==> config.mk <==
export PLATFORM = sky130hd
export DESIGN_NAME = alu_mul_sequencer
export DESIGN_NICKNAME = d
export VERILOG_FILES = /design/src/rtl/alu_mul_sequencer.sv
export SDC_FILE = /design/constraint.sdc
export NUM_CORES = 1
export LEC_CHECK = 0
export ABC_AREA = 1
export CAP_MARGIN = 40
export CORE_AREA = 2 2 57 112
export CTS_CLUSTER_SIZE = 24
export DETAILED_ROUTE_END_ITERATION = 10
export DIE_AREA = 0 0 59 114
export GPL_ROUTABILITY_DRIVEN = 0
export PLACE_DENSITY = 0.62
export SYNTH_ARGS = -nofsm -noshare
export SYNTH_HDL_FRONTEND = slang
export SYNTH_SLANG_ARGS = --single-unit
==> constraint.sdc <==
create_clock -name clk -period 1.8 [get_ports clk]
set_input_delay 0.36 -clock clk [delete_from_list [all_inputs] [get_ports clk]]
set_output_delay 0.36 -clock clk [all_outputs]
set_load 0.005 [all_outputs]
==> src/rtl/alu_mul_sequencer.sv <==
// Shift-and-add multiplier controller: drives an external WIDTH-bit adder for
// WIDTH cycles and returns an unsigned 2*WIDTH-bit product with a Done pulse.
module alu_mul_sequencer #(
    parameter int WIDTH = 8
) (
    input  logic               clk,
    input  logic               reset,
    input  logic               Start,
    input  logic [WIDTH-1:0]   MulA,
    input  logic [WIDTH-1:0]   MulB,
    output logic               Busy,
    output logic               Done,
    output logic [2*WIDTH-1:0] Product,
    output logic [WIDTH-1:0]   AluA,
    output logic [WIDTH-1:0]   AluB,
    output logic               AluOp,
    input  logic [WIDTH-1:0]   AluResult
);

    localparam int CW = (WIDTH > 1) ? $clog2(WIDTH) : 1;
    localparam logic [CW-1:0] LAST_STEP = CW'(WIDTH - 1);

    typedef enum logic [1:0] {
        S_IDLE = 2'd0,
        S_CALC = 2'd1,
        S_DONE = 2'd2
    } state_t;

    state_t               state_q, state_d;
    logic [WIDTH-1:0]     m_q, m_d;
    logic [WIDTH-1:0]     hi_q, hi_d;
    logic [WIDTH-1:0]     lo_q, lo_d;
    logic [CW-1:0]        count_q, count_d;
    logic                 busy_q, busy_d;
    logic                 done_q, done_d;
    logic [2*WIDTH-1:0]   product_q, product_d;

    logic [WIDTH-1:0]     alu_a;
    logic [WIDTH-1:0]     alu_b;
    logic                 carry;
    logic [WIDTH-1:0]     step_hi;
    logic [WIDTH-1:0]     step_lo;

    // Adder operands: accumulate M into Hi only when the current multiplier bit is set.
    always_comb begin
        alu_a = '0;
        alu_b = '0;
        if (state_q == S_CALC) begin
            alu_a = hi_q;
            alu_b = lo_q[0] ? m_q : '0;
        end
    end

    // The adder only returns WIDTH bits; a wrapped sum is smaller than either addend.
    always_comb begin
        carry   = (AluResult < alu_a);
        step_hi = {carry, AluResult[WIDTH-1:1]};
        step_lo = {AluResult[0], lo_q[WIDTH-1:1]};
    end

    always_comb begin
        state_d   = state_q;
        m_d       = m_q;
        hi_d      = hi_q;
        lo_d      = lo_q;
        count_d   = count_q;
        busy_d    = busy_q;
        done_d    = done_q;
        product_d = product_q;

        case (state_q)
            S_IDLE: begin
                busy_d = 1'b0;
                done_d = 1'b0;
                if (Start) begin
                    m_d     = MulA;
                    hi_d    = '0;
                    lo_d    = MulB;
                    count_d = '0;
                    busy_d  = 1'b1;
                    state_d = S_CALC;
                end
            end
            S_CALC: begin
                hi_d    = step_hi;
                lo_d    = step_lo;
                count_d = count_q + CW'(1);
                if (count_q == LAST_STEP) begin
                    product_d = {step_hi, step_lo};
                    busy_d    = 1'b0;
                    done_d    = 1'b1;
                    state_d   = S_DONE;
                end
            end
            S_DONE: begin
                busy_d  = 1'b0;
                done_d  = 1'b0;
                state_d = S_IDLE;
            end
            default: begin
                busy_d  = 1'b0;
                done_d  = 1'b0;
                state_d = S_IDLE;
            end
        endcase
    end

    always_ff @(posedge clk) begin
        if (reset) begin
            state_q   <= S_IDLE;
            m_q       <= '0;
            hi_q      <= '0;
            lo_q      <= '0;
            count_q   <= '0;
            busy_q    <= 1'b0;
            done_q    <= 1'b0;
            product_q <= '0;
        end else begin
            state_q   <= state_d;
            m_q       <= m_d;
            hi_q      <= hi_d;
            lo_q      <= lo_d;
            count_q   <= count_d;
            busy_q    <= busy_d;
            done_q    <= done_d;
            product_q <= product_d;
        end
    end

    // Operands are forced quiet while reset is asserted, even mid-calculation.
    assign AluA    = reset ? '0 : alu_a;
    assign AluB    = reset ? '0 : alu_b;
    assign AluOp   = 1'b0;
    assign Busy    = busy_q;
    assign Done    = done_q;
    assign Product = product_q;

endmodule

* After elaboration in Yosys (flattened, before gate mapping)
Index checks and enable logic that the tools add are counted.
Cells by class: div/mod/pow operators 0, muxes and demuxes 17, bitwise operators 1, multiply operators 0, shifts and indexed selects 0, reduce and logical (&&, ||, !) cells 7, add/subtract/negate cells 1, $lt $le $gt $ge 1, equal/unequal tests 4
Operator list (number):
- 8-bit 2-to-1 mux | 7
- 8-bit one-hot mux with 2 select lines | 2
- 8-bit < comparator | 1
- 2-bit AND reduction | 4
- 3-bit one-hot mux with 2 select lines | 1
- 2-bit 2-to-1 mux | 2
- 2-bit one-hot mux with 2 select lines | 1
- 3-bit by 1-bit adder with 3-bit output, second input constant | 1
- 3-bit == test, second input constant | 1
- 3-bit 2-to-1 mux | 1
- 2-bit by 1-bit == test with 1-bit output, second input constant | 1
- 2-bit zero test | 1
- 1-bit 2-to-1 mux | 2
- 2-bit by 1-bit inequality test with 1-bit output, second input constant | 1
- 2-bit inequality test, second input constant | 1
- 1-bit one-hot mux with 2 select lines | 1
- 2-bit nonzero test | 1
- 2-bit OR reduction | 1
- 1-bit NOT | 1
Storage, ports and cells: input bits 27, ROM bits 0, memories 0, flip-flop bits (word level) 47, bits in latches 0, output and inout port bits 35, memory bits (writable) 0

* Logic depth before layout (Yosys ltp)
Gate-level depths: netlist (run 1).
depth after elaboration 4, mapped depth 12

* Least setup slack after synthesis (run 1)
No wires, ideal clock.
path kind reg2reg, start point reg state_q[0], end point reg product_q[15] (netlist: Product[15]), arrival time 1.599 ns, required time 1.730 ns, path slack 0.132 ns, cell stages (with the launch flop) 11, period minus slack after synthesis 1.668 ns, cells stage by stage dfxtp_1 inv_1 nor2_4 buf_2 nand2_1 ha_1 a21oi_1 nor2_1 a211oi_1 nand2_1 a21oi_1
On the way: word-level cells in the longest chain between the ends 3
Ends and longest elaborated chain:
- from (decl) | line 29 | state_t state_q, state_d;
- from (signal assigned) | line 119 | state_q <= state_d;
- 2-bit by 1-bit == test with 1-bit output * | line 48, 71
- 8-bit 2-to-1 mux | line 48 | if (state_q == S_CALC) begin
- 8-bit < comparator | line 56 | carry = (AluResult < alu_a);
- to (signal assigned) | line 126 | product_q <= product_d;
- to (decl) | line 36 | logic [2*WIDTH-1:0] product_q, product_d;
Every way passes the cells marked *; elsewhere a longest branch is shown, timed or not. A chain may end at the register's enable or synchronous reset.

* Worst setup path after layout (run 1)
start point reg state_q[1], end point out AluB[0]
On the way: word-level cells in the longest chain between the ends 3
Ends and longest elaborated chain:
- 2-bit by 1-bit == test with 1-bit output | line 48
- 8-bit 2-to-1 mux | line 48
- 8-bit 2-to-1 mux | line 132 | assign AluB = reset ? '0 : alu_b;
- to (decl) | line 15 | output logic [WIDTH-1:0] AluB,
Every way passes these cells.

==> results.tsv, run 1 <==
metric	value	unit
min_path_cells	2	
place_area	2690	µm²
maxCapViolCount	0	
first_pass_iters	4	
syn-instance-count	252	
min_period	1840	ps
synth_area_per_cell	7.88	µm²
critPathRequiredTime	1440	ps
setup_viol	9	
nNetsFinal	363	
violations	setup timing	
synth_flop_cell	dfxtp_1	
p_leak	1.25	nW
num-fill-cells	572	
grt_use_met3	2.61	%
drc_errors	0	
power_density	782	nW/µm²
drive_gt1_share	23.2	%
finalCoreUtilization	51.4	%
start_kind	flip-flop	
groute.usage.overall	16.1	%
final.period_utilization	102	%
die_area	6730	µm²
synthArstFlopShare	0	%
yosys.area.top_type	dfxtp_1	
status	finished, violations left	
hold_violations	0	
holdWs	462	ps
reg2regPathDepth	11	
via_per_inst	4.86	
design_area	3040	µm²
syn_nets	288	
grt_overflow_total	0	
io_buffers	60	
antenna_left	0	
tritoncts	built	
r2r-end	Product[15]$_SDFFE_PP0P_	
detailroute.via_count	1900	
yosys-top-cells-count	48 x nand2_1, 47 x dfxtp_1, 37 x nor2_1	
die_w	59	µm
wl	5260	µm
critPathKind	reg2out	
yosysTopAreaCellShare	47.4	%
synthTopCellsByArea	dfxtp_1 47%, nand2_1 9.1%, nor2_1 7.0%	
clk_path_buf_depth	2	
cts_sinks	47	
drt_first_iter_violations	63	
dp_hpwl	3680	µm
place_ws	-370	ps
coreArea	5910	µm²
ys_warn_count	0	
holdPathEnd	Product[7]$_SDFFE_PP0P_	
syn-cell-area	1990	µm²
cp.arrival	1480	ps
min_from	Product[7]$_SDFFE_PP0P_	
hold_path_class	reg2reg	
antenna_found_initial	0	
grt_pass1_wl	8400	µm
area_growth	53.0	%
numCtsBuffers	5	
max_freq	544	MHz
h-tree-depth	2	
clk_pin_slew_worst_paths	60	ps
busiest_layer	met2	
start_util	33.6	%
drv_slew	0	
routedWlPerCell	13.5	µm
final_cells	391	
clock-root-buffer	clkbuf_16	
tns	-196	ps
setup_slack	-37.2	ps
io_pins	62	
power.total	2.38	mW
cp-end-kind	primary output	
placementRows	40	
synth.most_common_cell	nand2_1	
grt_max_degree	20	
worstPathMaxFanout	8	
holdBufCountCts	0	
grt_pass1_vias	1778	
dp.cells	374	
clk-insertion-delay-late	280	ps
skew	5.29	ps
ys_types	23	
antenna_cells	0	
met1_usage	20.3	%
reg2reg_slack	50	ps
die_y	114	µm
synth.yosys.seq_area_share	47.4	%
synth-edff-count	0	
grt_use_met2	26.7	%
r2r-start	state_q[1]$_SDFFE_PP0P_	
rsz0062_at_grt	true	
peakVddDrop	576	µV
ys_ff_latch	47	
[critical path, cell delays in order (launching register included)]
cell and delay, ps:
dfxtp_2 330, nor2_4 140, buf_6 130, inv_4 30
nor2_4 90, buf_6 120, nand2_8 100, nor2_2 130
buf_2 110
[what timing repair did]
action,4_1_cts,5_1_grt
gates resized for setup,49,51
pin swaps,4,18
setup endpoints to repair,16,15
buffers inserted,7,3
[registers in the layout (all words and copies together), names as in the netlist]
| name | count |
|---|---|
| Done | 1 |
| Busy | 1 |
| m_q | 8 |
| hi_q | 8 |
| Product | 16 |
| lo_q | 8 |
| state_q | 2 |
| count_q | 3 |
[cell usage in the layout (no fill, tap or decap)]
cell type	n
a211oi_2	1
a21oi_1	18
a21oi_2	2
a31oi_1	7
a32o_1	9
buf_12	1
buf_2	11
buf_4	15
buf_6	7
clkbuf_16	5
clkbuf_2	1
clkdlybuf4s15_1	1
clkdlybuf4s50_1	43
clkinv_2	2
conb_1	1
dfxtp_1	45
dfxtp_2	2
dlygate4sd2_1	4
ha_1	5
ha_4	4
inv_1	17
inv_2	4
inv_4	1
inv_6	1
nand2_1	43
nand2_2	2
nand2_4	2
nand2_8	1
nand3_1	3
nor2_1	26
nor2_2	4
nor2_4	10
o21a_1	1
o21ai_0	26
o21ai_1	3
[per-layer routing]
metal,share of wire [%],vias up
li1,-,975
met1,43,873
met2,51,46
met3,3.5,6
met4,1.8,0
met5,0,-
[kinds of logic after synthesis]
family                     Yosys count  share of synthesized area [%]
and+or+nand+nor                     91                           18.3
adders and majority gates            9                           5.67
buffers and inverters               37                           8.63
AOI/OAI and AO/OA                   67                           19.8
DFF                                 47                           47.4
other                                1                          0.189
[power breakdown]
group	internal, mW	leakage [nW]	switching, mW
clock network	0.515	0.0740	0.394
logic	0.171	0.794	0.178
registers	1.09	0.385	0.0286
total	1.78	1.25	0.601
[layout make-up]
cell class / count / area, µm² / share of cell area, %
sequential: 47 / 943 / 31.1
timing repair buffer: 83 / 747 / 24.6
clock inverter: 3 / 18.8 / 0.618
inverter: 22 / 85.1 / 2.80
multi-input combinational: 168 / 1040 / 34.2
tap: 63 / 78.8 / 2.59
clock buffer: 5 / 125 / 4.12
[how the worst max path moves through the flow]
stage / startpoint / to / slack (ps)
final: state_q[1]$_SDFFE_PP0P_ / AluB[0] / -40
after detailed placement: reset / AluB[3] / -370
after global placement: reset / AluB[0] / -340
after floorplan: state_q[0]$_SDFFE_PP0P_ / Product[15]$_SDFFE_PP0P_ / 130
after global routing: state_q[0]$_SDFFE_PP0P_ / AluB[6] / -100
after CTS: state_q[0]$_SDFFE_PP0P_ / AluB[3] / -140
(Power assumes the default switching activity.)
==> run 2: changes to the inputs <==
--- a/config.mk
+++ b/config.mk
@@ -13,6 +13,8 @@
 export DIE_AREA = 0 0 59 114
 export GPL_ROUTABILITY_DRIVEN = 0
 export PLACE_DENSITY = 0.62
+export SLEW_MARGIN = 5
 export SYNTH_ARGS = -nofsm -noshare
 export SYNTH_HDL_FRONTEND = slang
 export SYNTH_SLANG_ARGS = --single-unit
+export TNS_END_PERCENT = 5
==> results.tsv, run 2 (synthesized netlist as in run 1, its figures left out) <==
metric	value	unit	change
status	finished, violations left		
violations	setup timing		
min_from	m_q[5]$_SDFFE_PP0P_		
peakVddDrop	572	µV	-0.56%
cp_slowest_cell	clkdlybuf4s50_1		
antenna_found_initial	0		unchanged
hold_violations	0		unchanged
holdBufCountCts	0		unchanged
start_kind	flip-flop		
antenna_left	0		unchanged
skew	5.92	ps	+0.633 ps
mostFrequentLayoutCells	47 x dfxtp_1, 47 x nand2_1, 45 x clkdlybuf4s50_1		
grt_max_degree	20		unchanged
place_area	2690	µm²	unchanged
die_w	59	µm	unchanged
area_growth	44.4	%	
worstPathMaxFanout	8		unchanged
tns	-345	ps	-149 ps
r2r-start	state_q[0]$_SDFFE_PP0P_		
die_area	6730	µm²	unchanged
h-tree-depth	2		unchanged
cts_sinks	47		unchanged
drive_gt1_share	11.6	%	-12 points
max_freq	504	MHz	-7.4%
finalCoreUtilization	48.6	%	-2.9 points
setup_viol	2		-7
cp-startpoint	state_q[0]$_SDFFE_PP0P_		
rsz0062_at_grt	true		
placementRows	40		unchanged
grt_pass1_wl	8160	µm	-3.0%
pwr-share-comb	12.5	%	-2.2 points
reg2reg_slack	80	ps	+30 ps
clk_pin_slew_worst_paths	70	ps	about the same
clk_path_buf_depth	2		unchanged
tritoncts	built		
grt_pass1_vias	1750		-1.6%
clkPwrFrac	39.2	%	+1.0 points
reg2regPathDepth	10		-1
critical-path-top-delay-family	buffers and inverters		
critPathRequiredTime	1440	ps	about the same
min_path_cells	2		unchanged
clock-root-buffer	clkbuf_16		
holdPathEnd	m_q[5]$_SDFFE_PP0P_		
path_cells	inv_1, nor2_4, buf_6, nand2_1, nor2_1, clkdlybuf4s50_1		
detailroute.via_count	1852		-2.5%
first_pass_iters	4		unchanged
drc_errors	0		unchanged
die_y	114	µm	unchanged
via_per_inst	4.85		-0.23%
cp.arrival	1620	ps	+140 ps
io_buffers	60		unchanged
seqPwrFrac	48.3	%	+1.2 points
numCtsBuffers	5		unchanged
power_density	806	nW/µm²	+3.0%
io_pins	62		unchanged
swShare	24.6	%	-0.71 points
drt_first_iter_violations	48		-24%
p_int	1.74	mW	-1.8%
design_area	2870	µm²	-5.6%
maxCapViolCount	0		unchanged
drv_slew	0		unchanged
groute.usage.overall	15.6	%	-0.50 points
dp.cells	374		unchanged
setup_slack	-184	ps	-147 ps
coreArea	5910	µm²	unchanged
p_sw	0.568	mW	-5.5%
dp_hpwl	3680	µm	unchanged
holdWs	459	ps	-3.65 ps
hold_path_class	reg2reg		
critPathKind	reg2out		
antenna_cells	0		unchanged
start_util	33.6	%	unchanged
cts_setup_buffers	0		-7
nNetsFinal	354		-2.5%
r2r-end	Product[15]$_SDFFE_PP0P_		
cp-end-kind	primary output		
routedWlPerCell	12.9	µm	-3.9%
wl	4940	µm	-6.1%
largest_reg_flops	16		unchanged
final_cells	382		-2.3%
min_period	1980	ps	+147 ps
grt_overflow_total	0		unchanged
cpPeakStageDelay	510	ps	+180 ps
final.period_utilization	110	%	+8.2 points
p_leak	1.28	nW	+2.1%
clk-insertion-delay-late	280	ps	about the same
critPathBufInv	3		-1
## run 2: layer usage
layer	track usage, %	vias to the layer above	part of all wire, %
met5	0	-	0
met4	6.82	0	2.1
met3	2.72	8	3.6
met2	25.6	45	49
met1	19.6	840	45
li1	-	959	-
## run 2: timing repair
item                                    CTS  global route
resized for setup                        14            19
pin swaps                                 2             2
endpoints found under the setup margin   16            18
## run 2: final cells by class
type,instances,area [µm²]
Tap cell,63,78.8
Clock inverter,3,18.8
Fill cell,594,3040
Multi-Input combinational cell,168,895
Timing Repair Buffer,74,727
Sequential cell,47,941
Inverter,22,82.6
Clock buffer,5,125
## run 2: per-stage QoR
| stage | total power [mW] | worst slack, ps |
|---|---|---|
| global placement | 1.41 | -337 |
| detailed placement | 1.42 | -370 |
| global route | 2.42 | -287 |
| floorplan | 1.29 | 132 |
| CTS | 2.33 | -266 |
| finish | 2.31 | -184 |
## run 2: worst max-delay path by stage
stage                               endpoint  slack [ps]  depth (start not counted)
finish                               AluA[6]        -180                          6
global route                         AluA[6]        -290                          6
global placement                     AluB[0]        -340                          5
floorplan           Product[15]$_SDFFE_PP0P_         130                         10
CTS                                  AluA[6]        -270                          6
detailed placement                   AluB[3]        -370                          5
## run 2: power groups by stage
stage / Clock, mW / Sequential [mW] / Combinational [mW]
3_3_place_gp: 0 / 1.14 / 0.279
3_5_place_dp: 0 / 1.14 / 0.286
4_1_cts: 0.929 / 1.12 / 0.290
2_1_floorplan: 0 / 1.13 / 0.160
6_report: 0.907 / 1.12 / 0.289
5_1_grt: 0.972 / 1.12 / 0.324
## run 2: worst min-delay path, cell delays in order (launching register included)
cell	delay, ps
dfxtp_1	300
inv_1	60
a21oi_1	60
==> run 3: changes to the inputs <==
--- a/config.mk
+++ b/config.mk
@@ -8,7 +8,6 @@
 export ABC_AREA = 1
 export CAP_MARGIN = 40
 export CORE_AREA = 2 2 57 112
-export CTS_CLUSTER_SIZE = 24
 export DETAILED_ROUTE_END_ITERATION = 10
 export DIE_AREA = 0 0 59 114
 export GPL_ROUTABILITY_DRIVEN = 0
==> results of run 3 <==
Same layout as run 2: the final DEF is identical, and so are final timing and power.
